--- src/rtl/mem_port_arbiter.sv ---
// Round-robin arbiter sharing one RAM port between NREQ masters, with a hold limit under contention.
// Latency: grant/sel/busy are registered, 1 cycle after req; mem_* mux outputs are combinational.
// Backpressure: a requester holds req until it is done; a long owner is preempted after MAX_HOLD cycles if others wait.
//
// Ports:
//   clk, reset              system clock, synchronous active-high reset
//   req/req_we              per-requester request and write enable
//   req_addr/req_wdata      per-requester address/data, requester i at [i*AW +: AW] / [i*DW +: DW]
//   gnt/sel/busy            registered one-hot grant, binary owner index, grant-active flag
//   mem_addr/mem_wdata      selected requester's address/data
//   mem_we                  selected write enable, suppressed when idle or the owner just dropped req
module mem_port_arbiter #(
    parameter int NREQ     = 4,
    parameter int AW       = 15,
    parameter int DW       = 16,
    parameter int MAX_HOLD = 8,
    localparam int SW      = (NREQ > 1) ? $clog2(NREQ) : 1,
    localparam int HW      = (MAX_HOLD > 2) ? $clog2(MAX_HOLD) : 1
) (
    input  logic               clk,
    input  logic               reset,
    input  logic [NREQ-1:0]    req,
    input  logic [NREQ*AW-1:0] req_addr,
    input  logic [NREQ*DW-1:0] req_wdata,
    input  logic [NREQ-1:0]    req_we,
    output logic [NREQ-1:0]    gnt,
    output logic [SW-1:0]      sel,
    output logic               busy,
    output logic [AW-1:0]      mem_addr,
    output logic [DW-1:0]      mem_wdata,
    output logic               mem_we
);

    typedef enum logic {IDLE, GRANT} state_t;

    state_t         state, state_n;
    logic [SW-1:0]  ptr, ptr_n;
    logic [HW-1:0]  hold_cnt, hold_n;
    logic [NREQ-1:0] gnt_n;
    logic [SW-1:0]  sel_n;
    logic           busy_n;

    logic [NREQ-1:0] cand;
    logic [SW-1:0]   start;
    logic [SW-1:0]   nxt_own;
    logic [SW-1:0]   pos;
    logic [SW-1:0]   win;
    logic            found;

    localparam logic [HW-1:0] HOLD_LAST = HW'(MAX_HOLD - 1);

    always_ff @(posedge clk) begin
        if (reset) begin
            state    <= IDLE;
            ptr      <= '0;
            hold_cnt <= '0;
            gnt      <= '0;
            sel      <= '0;
            busy     <= 1'b0;
        end else begin
            state    <= state_n;
            ptr      <= ptr_n;
            hold_cnt <= hold_n;
            gnt      <= gnt_n;
            sel      <= sel_n;
            busy     <= busy_n;
        end
    end

    // While granted, the owner is masked out and the search starts just after it,
    // so a release or preemption always hands the port to the next waiter in ring order.
    always_comb begin
        nxt_own = SW'((int'(sel) + 1) % NREQ);
        cand    = (state == GRANT) ? (req & ~gnt) : req;
        start   = (state == GRANT) ? nxt_own : ptr;
        found   = 1'b0;
        win     = '0;
        pos     = '0;
        for (int k = 0; k < NREQ; k++) begin
            pos = SW'((int'(start) + k) % NREQ);
            if (!found && cand[pos]) begin
                found = 1'b1;
                win   = pos;
            end
        end
    end

    always_comb begin
        state_n = state;
        ptr_n   = ptr;
        hold_n  = hold_cnt;
        gnt_n   = gnt;
        sel_n   = sel;
        busy_n  = busy;
        case (state)
            IDLE: begin
                if (found) begin
                    state_n = GRANT;
                    gnt_n   = NREQ'(1) << win;
                    sel_n   = win;
                    busy_n  = 1'b1;
                    hold_n  = '0;
                end else begin
                    gnt_n   = '0;
                    sel_n   = '0;
                    busy_n  = 1'b0;
                end
            end
            GRANT: begin
                if (!req[sel]) begin
                    ptr_n = nxt_own;
                    if (found) begin
                        gnt_n  = NREQ'(1) << win;
                        sel_n  = win;
                        hold_n = '0;
                    end else begin
                        state_n = IDLE;
                        gnt_n   = '0;
                        sel_n   = '0;
                        busy_n  = 1'b0;
                        hold_n  = '0;
                    end
                end else if (hold_cnt == HOLD_LAST && found) begin
                    // Owner still wants the port but has used its share; it re-competes later.
                    ptr_n  = nxt_own;
                    gnt_n  = NREQ'(1) << win;
                    sel_n  = win;
                    hold_n = '0;
                end else if (hold_cnt != HOLD_LAST) begin
                    hold_n = hold_cnt + HW'(1);
                end
            end
            default: begin
                state_n = IDLE;
            end
        endcase
    end

    assign mem_addr  = req_addr[sel*AW +: AW];
    assign mem_wdata = req_wdata[sel*DW +: DW];
    assign mem_we    = busy & req_we[sel] & req[sel];

endmodule

--- config.mk ---
export PLATFORM = sky130hd
export DESIGN_NAME = mem_port_arbiter
export DESIGN_NICKNAME = d
export VERILOG_FILES = /design/src/rtl/mem_port_arbiter.sv
export SDC_FILE = /design/constraint.sdc
export NUM_CORES = 1
export LEC_CHECK = 0
export CAP_MARGIN = 5
export CELL_PAD_IN_SITES_DETAIL_PLACEMENT = 0
export CELL_PAD_IN_SITES_GLOBAL_PLACEMENT = 2
export CORE_MARGIN = 2
export CORE_UTILIZATION = 15
export CTS_CLUSTER_DIAMETER = 60
export DETAILED_ROUTE_END_ITERATION = 6
export PLACE_DENSITY = 0.85
export SETUP_SLACK_MARGIN = 0.05
export SYNTH_ARGS = -nofsm -noshare
export SYNTH_HDL_FRONTEND = slang
export SYNTH_SLANG_ARGS = --single-unit
--- constraint.sdc ---
create_clock -name clk -period 5.6 [get_ports clk]
set_clock_uncertainty 0.15 [all_clocks]
set_input_delay 1.12 -clock clk [delete_from_list [all_inputs] [get_ports clk]]
set_output_delay 1.12 -clock clk [all_outputs]
set_load 0.01 [all_outputs]
======== Yosys cells after proc, flatten, opt, wreduce, memory -nomap -nowiden ========
Index checks and enable logic that the tools add are counted.
word-level totals
  flip-flop bits (word level) ............. 13
  output and inout port bits .............. 39
operators by class
  $add $sub $neg .......................... 5
  multiply operators ...................... 1
  $lt $le $gt $ge ......................... 5
  equal/unequal tests ..................... 8
  shift operators ......................... 3
  multiplexer cells ....................... 43
  bitwise logic cells ..................... 5
  reduce and logical (&&, ||, !) cells .... 10
operators with widths
  kind                 count
  $shiftx 64x7->16     1
  $shiftx 60x7->15     1
  $mux 2               10
  $mux 4               4
  $lt 2x3->1 const B   5
  $mux 1               14
  $bmux 1 s2           6
  $mux 3               4
  $ne 2x2->1 const B   4
  $pmux 4 s2           1
  $mul 2x4->6 const B  1
  $ne 3x3->1 const B   2
  $pmux 3 s2           1
  $reduce_and 2->1     3
  $add 2x1->2 const B  2
  $add 2x2->2 const B  2
  $and 4x4->4          1
  $logic_and 1x1->1    4
  $ne 4x4->1 const B   1
  $not 4->4            1
  $pmux 1 s2           2
  $pmux 2 s2           1
  $shl 1x2->4 const A  1
  $add 3x1->3 const B  1
  4 further kinds      7

======== Depth between registers and ports, before layout ========
  depth in word-level cells ............... 19
  depth in mapped cells ................... 8
  depth with buffers taken out ............ 8

======== Least setup slack after synthesis ========
No wires, ideal clock.
  path type ............................... input-to-output
  start ................................... input port req[3]
  end ..................................... output port mem_we
  arrival ................................. 1.858 ns
  required time ........................... 4.330 ns
  path slack .............................. 2.472 ns
  stages .................................. 2
  path buffers ............................ 0
  cell sequence ........................... mux4_2 > and3_1
on the way
  longest elaborated chain between the ends .. 3
RTL lines
  item                          line  RTL
  start: declaration            22    input logic [NREQ-1:0] req,
  $bmux 1 s2                    141   assign mem_we = busy & req_we[sel] & req[sel];
  $mux 1 (implied by the code)  141
  $and 1x1->1                   141
  end: declaration              31    output logic mem_we
No other way between the ends. The select of a mux whose other input is x is not followed.

======== Final worst setup path ========
Ends and elaborated chain as after synthesis.

==> metrics.txt <==
# TYPE chip_impl_metric gauge
chip_impl_info{name="synthFlopType",value="sky130_fd_sc_hd__dfxtp_1"} 1
chip_impl_metric{name="final_critical_path_share_of_the_clock_period",unit="%"} 73.6
chip_impl_metric{name="synth.avg_cell_area",unit="um^2"} 11.7
chip_impl_metric{name="dp_hpwl",unit="um"} 5840
chip_impl_metric{name="width_of_the_die",unit="um"} 106
chip_impl_metric{name="drt_iter0_drc",unit=""} 68
chip_impl_info{name="worst_setup_path_start_kind",value="input pin"} 1
chip_impl_metric{name="yosys.area_share.adder",unit="%"} 1.60
chip_impl_metric{name="max_slew.worst_pin.slew",unit="ps"} 939
chip_impl_info{name="main_combinational_cell_family_by_area_after_synthesis",value="multiplexers"} 1
chip_impl_metric{name="layout.core_utilization",unit="%"} 33.7
chip_impl_metric{name="synth-simple-area-share",unit="%"} 11.6
chip_impl_metric{name="leakage",unit="nW"} 1.17
chip_impl_metric{name="synth_edf_count",unit=""} 0
chip_impl_metric{name="grtUsageTotal",unit="%"} 11.8
chip_impl_metric{name="synth-compound-area-share",unit="%"} 15.3
chip_impl_metric{name="timing.final.crit_period",unit="ps"} 4120
chip_impl_metric{name="globalRouteOverflowTotal",unit=""} 0
chip_impl_metric{name="grt_first_pass_wirelength",unit="um"} 10700
chip_impl_metric{name="clock_sink_count",unit=""} 13
chip_impl_metric{name="die_h",unit="um"} 106
chip_impl_metric{name="placed_area",unit="um^2"} 3400
chip_impl_metric{name="drive_gt1_share",unit="%"} 15.3
chip_impl_metric{name="setup_violations",unit=""} 0
chip_impl_metric{name="avgRoutedWirePerCell",unit="um"} 15.9
chip_impl_metric{name="remaining_drc_errors",unit=""} 0
chip_impl_metric{name="area_growth",unit="%"} 121
chip_impl_metric{name="clkLatencyLatePin",unit="ps"} 240
chip_impl_metric{name="vias_in_the_first_global_route",unit=""} 1974
chip_impl_metric{name="floorplan.io_pins",unit=""} 173
chip_impl_metric{name="ys_seq_elements",unit=""} 13
chip_impl_metric{name="max-slew-margin-rel",unit="%"} 37.3
chip_impl_metric{name="synthesis.instances",unit=""} 133
chip_impl_metric{name="synthesis.nets",unit=""} 269
chip_impl_metric{name="pin_count_of_the_biggest_net_entering_global_routing",unit=""} 25
chip_impl_metric{name="synth_mux_area_share",unit="%"} 48.2
chip_impl_info{name="cts_tree",value="yes"} 1
chip_impl_metric{name="antenna_found_initial",unit=""} 0
chip_impl_metric{name="critPathRequiredTime",unit="ps"} 4330
chip_impl_metric{name="p_per_area",unit="nW/um^2"} 187
chip_impl_metric{name="netlist_area",unit="um^2"} 1560
chip_impl_metric{name="fmaxAchievable",unit="MHz"} 243
chip_impl_metric{name="cp_slowest_stage_delay",unit="ps"} 570
chip_impl_metric{name="post_cts_sizing_count",unit=""} 0
chip_impl_metric{name="drtPass1Iterations",unit=""} 4
chip_impl_metric{name="h-tree-depth",unit=""} 1
chip_impl_metric{name="async_reset_ff_share",unit="%"} 0
chip_impl_metric{name="port_buffers",unit=""} 172
chip_impl_metric{name="number_of_inserted_filler_cells_in_the_final_layout",unit=""} 1023
chip_impl_metric{name="floorplan.die_area",unit="um^2"} 11200
chip_impl_metric{name="cts.repair_timing.setup_buffer_count",unit=""} 0
chip_impl_metric{name="detailroute.via_count",unit=""} 1915
chip_impl_metric{name="max_cap_viol_count",unit=""} 0
chip_impl_metric{name="cts-hold-fix-buffers",unit=""} 0
chip_impl_info{name="clockRootBuffer",value="sky130_fd_sc_hd__clkbuf_8"} 1
chip_impl_info{name="worst_path_max_delay_cell",value="sky130_fd_sc_hd__mux4_2"} 1
chip_impl_metric{name="std_cell_rows",unit=""} 37
chip_impl_metric{name="cts_buffers",unit=""} 3
chip_impl_metric{name="hold_violations",unit=""} 0
chip_impl_metric{name="layout.cells.non_filler",unit=""} 436
chip_impl_info{name="crit_chain",value="clkdlybuf4s50_1, mux4_2, and3_1, clkdlybuf4s50_1"} 1
chip_impl_metric{name="nNetsFinal",unit=""} 437
chip_impl_metric{name="core",unit="um^2"} 10200
chip_impl_metric{name="post_drt_via_cell_ratio",unit=""} 4.39
chip_impl_metric{name="cp_max_fo",unit=""} 6
chip_impl_metric{name="ys_seq_area_share",unit="%"} 16.7
chip_impl_info{name="unrepaired_setup_endpoints_after_global_routing",value="false"} 1
chip_impl_metric{name="antenna_diode_count",unit=""} 0
chip_impl_metric{name="ir_worst_vdd",unit="mV"} 0.0692
chip_impl_info{name="hold_path_class",value="reg2reg"} 1
chip_impl_metric{name="tns",unit="ps"} 0
chip_impl_info{name="critPathKind",value="in2out"} 1
chip_impl_info{name="critical_path.endpoint_type",value="output port"} 1
chip_impl_info{name="outcome",value="complete, no violations"} 1
chip_impl_metric{name="synth-xor-area-share",unit="%"} 1.04
chip_impl_metric{name="numPlacedInstances",unit=""} 432
chip_impl_metric{name="wirelength",unit="um"} 6920
chip_impl_metric{name="globalplace.congestion",unit=""} 0.811
chip_impl_metric{name="stdcell_area",unit="um^2"} 3440
chip_impl_metric{name="yosysWarnings",unit=""} 0
chip_impl_info{name="critical-path-top-cell-by-count",value="sky130_fd_sc_hd__clkdlybuf4s50_1"} 1
chip_impl_metric{name="ctsLongestPathBuffers",unit=""} 2
chip_impl_metric{name="maxSlewViolCount",unit=""} 0
chip_impl_metric{name="synth_cell_types",unit=""} 43
chip_impl_metric{name="initial_utilization",unit="%"} 15.3
chip_impl_metric{name="drtAntennaViolNets",unit=""} 0
chip_impl_metric{name="clkTransAtPathRegs",unit="ps"} 50
chip_impl_metric{name="timing.critical_path.arrival",unit="ps"} 2850
through the flow:
| step | hold slack, ps | worst slack (ps) | total power, mW |
|---|---|---|---|
| global placement | 294 | 1500 | 0.566 |
| CTS | 313 | 1480 | 0.654 |
| detailed placement | 307 | 1480 | 0.566 |
| finish | 312 | 1480 | 0.643 |
| global route | 362 | 1410 | 0.684 |
| floorplan | 286 | 2470 | 0.335 |
placed cells by master, fill, tap and decap left out, types with 2 or more instances in the layout:
cell type,Yosys,routed
sky130_fd_sc_hd__clkbuf_8,0,3
sky130_fd_sc_hd__inv_2,2,2
sky130_fd_sc_hd__a21oi_1,11,11
sky130_fd_sc_hd__nor2_1,12,12
sky130_fd_sc_hd__buf_4,1,2
sky130_fd_sc_hd__clkdlybuf4s50_1,0,172
sky130_fd_sc_hd__nand2_1,10,10
sky130_fd_sc_hd__ha_1,2,2
sky130_fd_sc_hd__mux4_2,33,33
sky130_fd_sc_hd__nor3b_1,2,2
sky130_fd_sc_hd__a22oi_1,2,2
sky130_fd_sc_hd__a211oi_1,2,2
sky130_fd_sc_hd__nand2b_1,3,3
sky130_fd_sc_hd__dfxtp_1,13,12
sky130_fd_sc_hd__nand3_1,2,2
sky130_fd_sc_hd__inv_1,2,2
critical path, delay by kind of cell:
family | cells | cell delay (ps)
buffers and inverters | 2 | 950
multiplexers | 1 | 570
AND/OR/NAND/NOR | 1 | 210
final cells by class:
type                    count  area [um^2]  area share, %
repair buffers            174         1740           50.4
multi-input cells         105         1210           35.3
flip-flops and latches     13          262           7.59
well taps                 136          170           4.94
clock buffers               4         45.0           1.31
inverters                   4         15.0          0.436
Yosys cell counts, drive strengths merged, types with 2 or more instances:
cell    instances  area share, %
nor2b           2           0.96
nand3           2           0.64
nor2           12            2.9
dfxtp          13             17
a211oi          2           0.96
a21oi          11            3.5
a22oi           2           0.96
inv             4           0.96
buf             7            3.6
nor3b           2           0.96
ha              2            1.6
o21ai           2           0.64
clkbuf          4           0.96
mux4           33             48
nand2b          3            1.2
nand2          10            2.4
layer usage:
| metal | share of wire [%] | vias up | GRT usage, % |
|---|---|---|---|
| met5 | 0 | - | 0 |
| met4 | 1.6 | 0 | 2.44 |
| met3 | 8.7 | 10 | 3.07 |
| met2 | 52 | 96 | 22.8 |
| met1 | 38 | 918 | 12.9 |
| li1 | - | 891 | - |
where the power goes:
part | internal (mW) | leakage (nW) | switching (mW)
Clock | 0.0502 | 0.0228 | 0.0334
Combinational | 0.283 | 1.04 | 0.138
Sequential | 0.104 | 0.107 | 0.0346
state kept, by name (all words and copies together), names as in the netlist:
signal / flops
busy: 1
gnt: 4
hold_cnt: 3
ptr: 2
sel: 2
state: 1
kinds of logic (layout without fill, tap and decap cells):
family / Yosys count / after routing
simple gates: 37 / 37
mux: 34 / 34
compound gates: 31 / 31
buf+inv: 15 / 182
flops: 13 / 13
fa+ha+maj: 2 / 2
xor+xnor: 1 / 1
path summary, 6_finish.rpt:
| check | start | endpoint | depth (start not counted) | slack (ps) |
|---|---|---|---|---|
| hold / removal | hold_cnt[1] | hold_cnt[1] | 2 | 310 |
| setup reg to reg | sel[1] | gnt[1] | 7 | 2550 |
| setup / recovery | req[3] | mem_we | 4 | 1480 |
| hold reg to reg | hold_cnt[1] | hold_cnt[1] | 2 | 310 |
(Power assumes the default switching activity.)
